===== src/rtl/mem_arb_pkg.sv =====
// Shared types for the two-port memory arbiter: port index, response metadata
// and the limits used by the arbiter and its response pipeline.
package mem_arb_pkg;

  typedef enum logic {
    PORT_INSTR = 1'b0,
    PORT_DATA  = 1'b1
  } port_e;

  typedef struct packed {
    logic  valid;
    port_e port;
    logic  is_read;
  } resp_meta_t;

  localparam int unsigned MaxExtraLatency = 4;
  localparam logic [31:0] ConflictCntMax  = 32'hFFFF_FFFF;

  function automatic port_e other_port(input port_e p);
    return (p == PORT_INSTR) ? PORT_DATA : PORT_INSTR;
  endfunction

endpackage


===== src/rtl/mem_arb_resp_pipe.sv =====
// Extra response delay stages: shifts response metadata and captured read data
// by Depth cycles; Depth 0 is a straight pass-through.
module mem_arb_resp_pipe
  import mem_arb_pkg::*;
#(
  parameter int unsigned Depth     = 0,
  parameter int unsigned DataWidth = 32
) (
  input  logic                 clk_i,
  input  logic                 rst_ni,
  input  resp_meta_t           meta_i,
  input  logic [DataWidth-1:0] data_i,
  output resp_meta_t           meta_o,
  output logic [DataWidth-1:0] data_o
);

  if (Depth == 0) begin : g_pass
    logic unused_clk_rst;
    assign unused_clk_rst = clk_i ^ rst_ni;
    assign meta_o = meta_i;
    assign data_o = data_i;
  end else begin : g_regs
    resp_meta_t           meta_q [Depth];
    logic [DataWidth-1:0] data_q [Depth];

    // Reset drops every in-flight entry so nothing granted earlier can surface.
    always_ff @(posedge clk_i or negedge rst_ni) begin
      if (!rst_ni) begin
        for (int i = 0; i < Depth; i++) begin
          meta_q[i] <= '0;
          data_q[i] <= '0;
        end
      end else begin
        meta_q[0] <= meta_i;
        data_q[0] <= data_i;
        for (int i = 1; i < Depth; i++) begin
          meta_q[i] <= meta_q[i-1];
          data_q[i] <= data_q[i-1];
        end
      end
    end

    assign meta_o = meta_q[Depth-1];
    assign data_o = data_q[Depth-1];
  end

endmodule


===== src/rtl/mem_port_arbiter.sv =====
// Round-robin arbiter sharing one always-ready single-port SRAM between an
// instruction port and a data port, with in-order per-port responses.
module mem_port_arbiter
  import mem_arb_pkg::*;
#(
  parameter int unsigned AddrWidth    = 32,
  parameter int unsigned DataWidth    = 32,
  parameter int unsigned ExtraLatency = 0
) (
  input  logic                   clk_i,
  input  logic                   rst_ni,

  input  logic                   instr_req_i,
  input  logic                   instr_we_i,
  input  logic [AddrWidth-1:0]   instr_addr_i,
  input  logic [DataWidth-1:0]   instr_wdata_i,
  input  logic [DataWidth/8-1:0] instr_strb_i,
  output logic                   instr_gnt_o,
  output logic                   instr_rvalid_o,
  output logic [DataWidth-1:0]   instr_rdata_o,

  input  logic                   data_req_i,
  input  logic                   data_we_i,
  input  logic [AddrWidth-1:0]   data_addr_i,
  input  logic [DataWidth-1:0]   data_wdata_i,
  input  logic [DataWidth/8-1:0] data_strb_i,
  output logic                   data_gnt_o,
  output logic                   data_rvalid_o,
  output logic [DataWidth-1:0]   data_rdata_o,

  output logic                   mem_req_o,
  output logic                   mem_we_o,
  output logic [AddrWidth-1:0]   mem_addr_o,
  output logic [DataWidth-1:0]   mem_wdata_o,
  output logic [DataWidth/8-1:0] mem_strb_o,
  input  logic [DataWidth-1:0]   mem_rdata_i,

  output logic [31:0]            conflict_cnt_o
);

  localparam int unsigned StrbWidth = DataWidth / 8;
  localparam int unsigned PipeDepth =
    (ExtraLatency > MaxExtraLatency) ? MaxExtraLatency : ExtraLatency;

  // Handshake: a port holds req (and its fields) until it sees gnt in the same
  // cycle; each grant yields exactly one rvalid pulse on that port, in grant
  // order, 1+ExtraLatency cycles later. Nothing ungranted is ever stored.

  port_e                last_q;
  port_e                conflict_winner;
  port_e                gnt_port;
  logic                 both_req;
  logic                 instr_gnt;
  logic                 data_gnt;
  logic                 any_gnt;
  logic                 mem_we;
  logic [31:0]          conflict_cnt_q;
  resp_meta_t           sram_meta_q;
  resp_meta_t           resp_meta;
  logic [DataWidth-1:0] pipe_data;
  logic [DataWidth-1:0] resp_data;
  logic                 instr_rvalid;
  logic                 data_rvalid;

  assign both_req        = instr_req_i & data_req_i;
  assign conflict_winner = other_port(last_q);

  always_comb begin
    instr_gnt = 1'b0;
    data_gnt  = 1'b0;
    if (rst_ni) begin
      if (both_req) begin
        instr_gnt = (conflict_winner == PORT_INSTR);
        data_gnt  = (conflict_winner == PORT_DATA);
      end else begin
        instr_gnt = instr_req_i;
        data_gnt  = data_req_i;
      end
    end
  end

  assign any_gnt     = instr_gnt | data_gnt;
  assign gnt_port    = data_gnt ? PORT_DATA : PORT_INSTR;
  assign instr_gnt_o = instr_gnt;
  assign data_gnt_o  = data_gnt;

  always_comb begin
    mem_we      = 1'b0;
    mem_addr_o  = '0;
    mem_wdata_o = '0;
    mem_strb_o  = '0;
    if (instr_gnt) begin
      mem_we      = instr_we_i;
      mem_addr_o  = instr_addr_i;
      mem_wdata_o = instr_wdata_i;
      mem_strb_o  = instr_strb_i;
    end else if (data_gnt) begin
      mem_we      = data_we_i;
      mem_addr_o  = data_addr_i;
      mem_wdata_o = data_wdata_i;
      mem_strb_o  = data_strb_i;
    end
  end

  assign mem_req_o = any_gnt;
  assign mem_we_o  = mem_we;

  // Resetting to "data granted last" makes the instruction port win first.
  always_ff @(posedge clk_i or negedge rst_ni) begin
    if (!rst_ni) begin
      last_q <= PORT_DATA;
    end else if (any_gnt) begin
      last_q <= gnt_port;
    end
  end

  always_ff @(posedge clk_i or negedge rst_ni) begin
    if (!rst_ni) begin
      conflict_cnt_q <= '0;
    end else if (both_req && (conflict_cnt_q != ConflictCntMax)) begin
      conflict_cnt_q <= conflict_cnt_q + 32'd1;
    end
  end

  assign conflict_cnt_o = conflict_cnt_q;

  // First stage mirrors the SRAM's own read latency; read data joins here.
  always_ff @(posedge clk_i or negedge rst_ni) begin
    if (!rst_ni) begin
      sram_meta_q <= '0;
    end else begin
      sram_meta_q <= '{valid: any_gnt, port: gnt_port, is_read: any_gnt & ~mem_we};
    end
  end

  assign pipe_data = (sram_meta_q.valid && sram_meta_q.is_read) ? mem_rdata_i : '0;

  mem_arb_resp_pipe #(
    .Depth     (PipeDepth),
    .DataWidth (DataWidth)
  ) u_resp_pipe (
    .clk_i  (clk_i),
    .rst_ni (rst_ni),
    .meta_i (sram_meta_q),
    .data_i (pipe_data),
    .meta_o (resp_meta),
    .data_o (resp_data)
  );

  assign instr_rvalid   = resp_meta.valid && (resp_meta.port == PORT_INSTR);
  assign data_rvalid    = resp_meta.valid && (resp_meta.port == PORT_DATA);
  assign instr_rvalid_o = instr_rvalid;
  assign data_rvalid_o  = data_rvalid;
  assign instr_rdata_o  = instr_rvalid ? resp_data : '0;
  assign data_rdata_o   = data_rvalid ? resp_data : '0;

  logic unused_strb_width;
  assign unused_strb_width = (StrbWidth == 0);

endmodule


===== config.mk =====
export PLATFORM = sky130hd
export DESIGN_NAME = mem_port_arbiter
export DESIGN_NICKNAME = d
export VERILOG_FILES = /design/src/rtl/mem_arb_pkg.sv /design/src/rtl/mem_arb_resp_pipe.sv /design/src/rtl/mem_port_arbiter.sv
export SDC_FILE = /design/constraint.sdc
export NUM_CORES = 1
export LEC_CHECK = 0
export ABC_CLOCK_PERIOD_IN_PS = 2240
export CAP_MARGIN = 20
export CORE_AREA = 4 4 132 134
export DETAILED_ROUTE_END_ITERATION = 8
export DIE_AREA = 0 0 136 138
export GPL_ROUTABILITY_DRIVEN = 1
export PLACE_DENSITY = 0.64
export SETUP_SLACK_MARGIN = 0.3
export SYNTH_ARGS = -nofsm -noshare
export SYNTH_HDL_FRONTEND = slang
export SYNTH_HIERARCHICAL = 1
export SYNTH_SLANG_ARGS = --single-unit

===== constraint.sdc =====
create_clock -name clk_i -period 2.24 [get_ports clk_i]
set_clock_uncertainty 0.05 [all_clocks]
set_input_delay 0.336 -clock clk_i [delete_from_list [all_inputs] [get_ports clk_i]]
set_output_delay 0.336 -clock clk_i [all_outputs]
set_load 0.01 [all_outputs]

; ---- Word-level counts from Yosys, hierarchy flattened
; Index checks and enable logic that the tools add are counted.
; Widths: inputs -> output; s select.
[totals]
regBits = 36
[op_classes]
mux = 17
n_addsub = 1
reduce_logical = 4
bitwise = 5
eq_ne = 1
[ops]
columns = op, count
row1 = $mux 32, 7
row2 = $add 32x1->32 const B, 1
row3 = $ne 32x32->1 const B, 1
row4 = $mux 1, 8
row5 = $mux 4, 2
row6 = $logic_and 1x1->1, 4
row7 = $and 1x1->1, 2
row8 = $not 1->1, 2
row9 = $or 1x1->1, 1

; ---- Depth between registers and ports, before layout
[depth]
word_depth = 7
ltp_mapped = 7
depth_no_buf = 6

; ---- Cells and area by module
; Netlist, hierarchy kept.
[modules_own_cells]
columns = module, area_each_um2, cells_each, instances
row1 = mem_port_arbiter, 3094.2, 348, 1
row2 = mem_arb_resp_pipe, 262.8, 35, 1

; ---- Worst setup path before layout
; Ideal clock, no wire load.
[synth_path]
path_kind = flip-flop to output port
from = reg last_q
to = out mem_wdata_o[15]
required_ns = 1.854
slack_ns = 0.159
arrival_ns = 1.695
path_stages_with_launch = 8
path_cell_list = dfstp_2 > inv_1 > a21boi_0 > and2_1 > buf_2 > clkbuf_1 > buf_2 > a22o_1
[synth_via]
elab_chain_len = 5
elab_cells_between_ends = 7
classes_between = mux: 7
[synth_lines]
columns = element, line_no
row1 = from (decl), mem_port_arbiter.sv:49  ; port_e last_q;
row2 = from (signal assigned), mem_port_arbiter.sv:113  ; last_q <= gnt_port;
row3 = $mux 1, mem_arb_pkg.sv:20  ; return (p == PORT_INSTR) ? PORT_DATA : PORT_INSTR;
row4 = $mux 1, mem_port_arbiter.sv:72  ; if (both_req) begin
row5 = $mux 1, mem_port_arbiter.sv:71  ; if (rst_ni) begin
row6 = $mux 32, mem_port_arbiter.sv:97  ; end else if (data_gnt) begin
row7 = $mux 32 *, mem_port_arbiter.sv:92  ; if (instr_gnt) begin
row8 = to (decl), mem_port_arbiter.sv:34  ; output logic [DataWidth-1:0] mem_wdata_o,
; Every way passes the cells marked *; elsewhere a longest branch is shown, timed or not.

; ---- Worst setup path after layout
[layout_path]
from = reg last_q
to = out mem_addr_o[16]
[layout_via]
elab_chain_len = 5
elab_cells_between_ends = 7
classes_between = mux: 7
[layout_lines]
columns = element, line_no
row1 = $mux 1, mem_arb_pkg.sv:20
row2 = $mux 1, mem_port_arbiter.sv:72
row3 = $mux 1, mem_port_arbiter.sv:71
row4 = $mux 32, mem_port_arbiter.sv:97
row5 = $mux 32 *, mem_port_arbiter.sv:92
row6 = to (decl), mem_port_arbiter.sv:33  ; output logic [AddrWidth-1:0] mem_addr_o,
; Marks and branches as above.

==> run_results.csv <==
group,metric,value,unit
logic_synthesis,syn_avg_cell_area,8.768,um^2
power_and_ir_drop,switching_power,885.5,uW
clock_network,cts_buffers,5,
power_and_ir_drop,p_clk_frac,0.236,
power_and_ir_drop,ir_drop,0.4484,mV
sta,hold_violations,0,
global_routing,grt_pass1_wl,27310,um
global_routing,grt_max_degree,66,
worst_setup_path,cp-start-kind,"flip-flop",
route,drc,0,
route,drtAntennaViolNets,0,
clock_network,path_clk_slew,0.05,ns
sta,tightest_slew,0.3620,ns
power_and_ir_drop,switching_share,0.3104,
logic_synthesis,syn_area,3349,um^2
clock_network,clock-sinks,36,
sta,hold_slack,0.2368,ns
floorplanning,die_x,136,um
global_routing,grt.total_usage,0.1891,
route,wl_per_cell,21.15,um
floorplanning,die_area,18770,um^2
floorplanning,rows,47,
place,globalplace.congestion,0.9674,
sta,finalCritPeriodShare,0.9993,
power_and_ir_drop,combPwrFrac,0.483,
clock_network,cts_buffer_depth,2,
floorplanning,io_pins,344,
cells_and_area,num-nets-final,896,
outcome,run_status,"completed",
worst_hold_path,min_path_type,"primary input to async pin",
clock_network,cts_tree,"built",
worst_setup_path,arrival,1.85,ns
cells_and_area,antenna_cells,0,
floorplanning,coreArea,16290,um^2
logic_synthesis,synthCells,382,
sta,worst_slack,0.001646,ns
sta,slew_headroom,0.7568,
sta,rsz0062_at_grt,"true",
clock_network,htreeDepth,2,
place,preCtsSetupSlack,-0.5347,ns
logic_synthesis,yosys_warnings,6,
place,port_buffers,343,
route,via_per_inst,4.668,
clock_network,cts-root-buf,"clkbuf_16",
route,vias,4397,
cells_and_area,final.fill_count,1518,
power_and_ir_drop,design_power_total,2853,uW
global_routing,grt_pass1_vias,4399,
job,cap_violations,0,
clock_network,worstSkewPairLatency,0.28,ns
sta,period_needed,2.238,ns
power_and_ir_drop,seq_power_share,0.281,
worst_setup_path,critPathKind,"flip-flop to output port",
route,routed_wl,19920,um
worst_setup_path,crit_path_max_fanout,8,
worst_setup_path,crit_required,1.85,ns
power_and_ir_drop,p_leak,0.004337,uW
worst_setup_path,critPathCaptureType,"output port",
power_and_ir_drop,intPower,1968,uW
cells_and_area,drive_above_1_share,0.2742,
floorplanning,die_y,138,um
floorplanning,initial_core_util,0.2056,
cells_and_area,area_growth,124.2,%
route,drt_iter0_drc,220,
cells_and_area,seq_area,912.1,um^2
logic_synthesis,synth_fp_nets,557,
sta,slew_viol_final,0,
place,dp.final_hpwl,14400,um
route,drt_first_pass_iters,4,
sta,fmax,0.4468,GHz
global_routing,grt_overflow,0,
global_routing,grt_antenna_before_repair,1,
power_and_ir_drop,power_density,379.9,nW/um^2
sta,setup_violations,0,
cells_and_area,multi_input_comb_area,2131,um^2
[worst max-delay path, stage by stage, from the launching register on]
cell,delay [ns]
dfstp_2,0.54
inv_2,0.05
a21boi_2,0.13
and2_4,0.24
buf_6,0.12
buf_12,0.10
buf_16,0.12
a22o_1,0.14
buf_2,0.13
[cells in the final DEF, fill, tap and decap left out, types with 10 or more instances in the layout]
cell / n
a22o_1: 65
and2_1: 34
and3_1: 64
buf_12: 10
buf_2: 56
buf_4: 27
buf_6: 19
clkbuf_16: 10
clkbuf_2: 19
clkdlybuf4s50_1: 202
dfrtp_1: 27
dlymetal6s2s_1: 47
nand2_1: 16
nand3_1: 11
xnor2_1: 17
xor2_1: 11
[state kept, by name (all words and copies together) (netlist names)]
name,flops
conflict_cnt_o,32
sram_meta_q,3
last_q,1
[metal layers]
layer / GRT usage / vias up / share of wire
met5: 0 / - / 0.00055
met4: 0.04403 / 2 / 0.021
met3: 0.05523 / 26 / 0.10
met2: 0.3223 / 263 / 0.49
met1: 0.2347 / 2055 / 0.39
li1: - / 2051 / -
[timing repair]
item,4_1_cts,5_1_grt
gates resized for setup,309,130
hold buffers,0,0
buffers inserted,9,12
hold endpoints to repair,0,0
pin swaps,11,13
cloned,9,5
endpoints found under the setup margin,147,162
[per-stage QoR]
step	area, um^2	utilization	setup TNS, ns	std cells
2_1_floorplan	3356	-	0	382
6_report	7510	0.4610	0	942
4_1_cts	7253	0.4453	-0.09154	925
3_5_place_dp	6869	0.4217	-26.72	899
5_1_grt	7510	0.4610	-0.9149	942
3_3_place_gp	6869	0.4217	-26.35	899
[area by class of cell]
type | instances | area share
timing repair buffer | 400 | 0.5388
inverter | 1 | 0.0004998
clock inverter | 1 | 0.001166
multi-input combinational | 277 | 0.2837
sequential | 36 | 0.1215
clock buffer | 7 | 0.01766
tap | 220 | 0.03665
[final timing paths]
check | endpoint | depth (start not counted) | slack [ns] | startpoint
max | mem_addr_o[16] | 8 | 0.002 | last_q
min | conflict_cnt_o[2] | 2 | 0.24 | rst_ni
max reg2reg | conflict_cnt_o[12] | 6 | 0.38 | conflict_cnt_o[25]
min reg2reg | conflict_cnt_o[10] | 1 | 0.44 | conflict_cnt_o[10]
max in group asynchronous | last_q | 2 | 1.62 | rst_ni
min in group clk_i | conflict_cnt_o[10] | 1 | 0.44 | conflict_cnt_o[10]
[power groups by stage]
stage	clock network, uW	logic [uW]	registers (uW)
after CTS	686	1300	798
final	674	1380	803
after detailed placement	0	1210	807
after global placement	0	1200	804
after floorplan	0	421	814
after global routing	722	1470	813
Note: power is estimated with default switching activity, not from simulation.
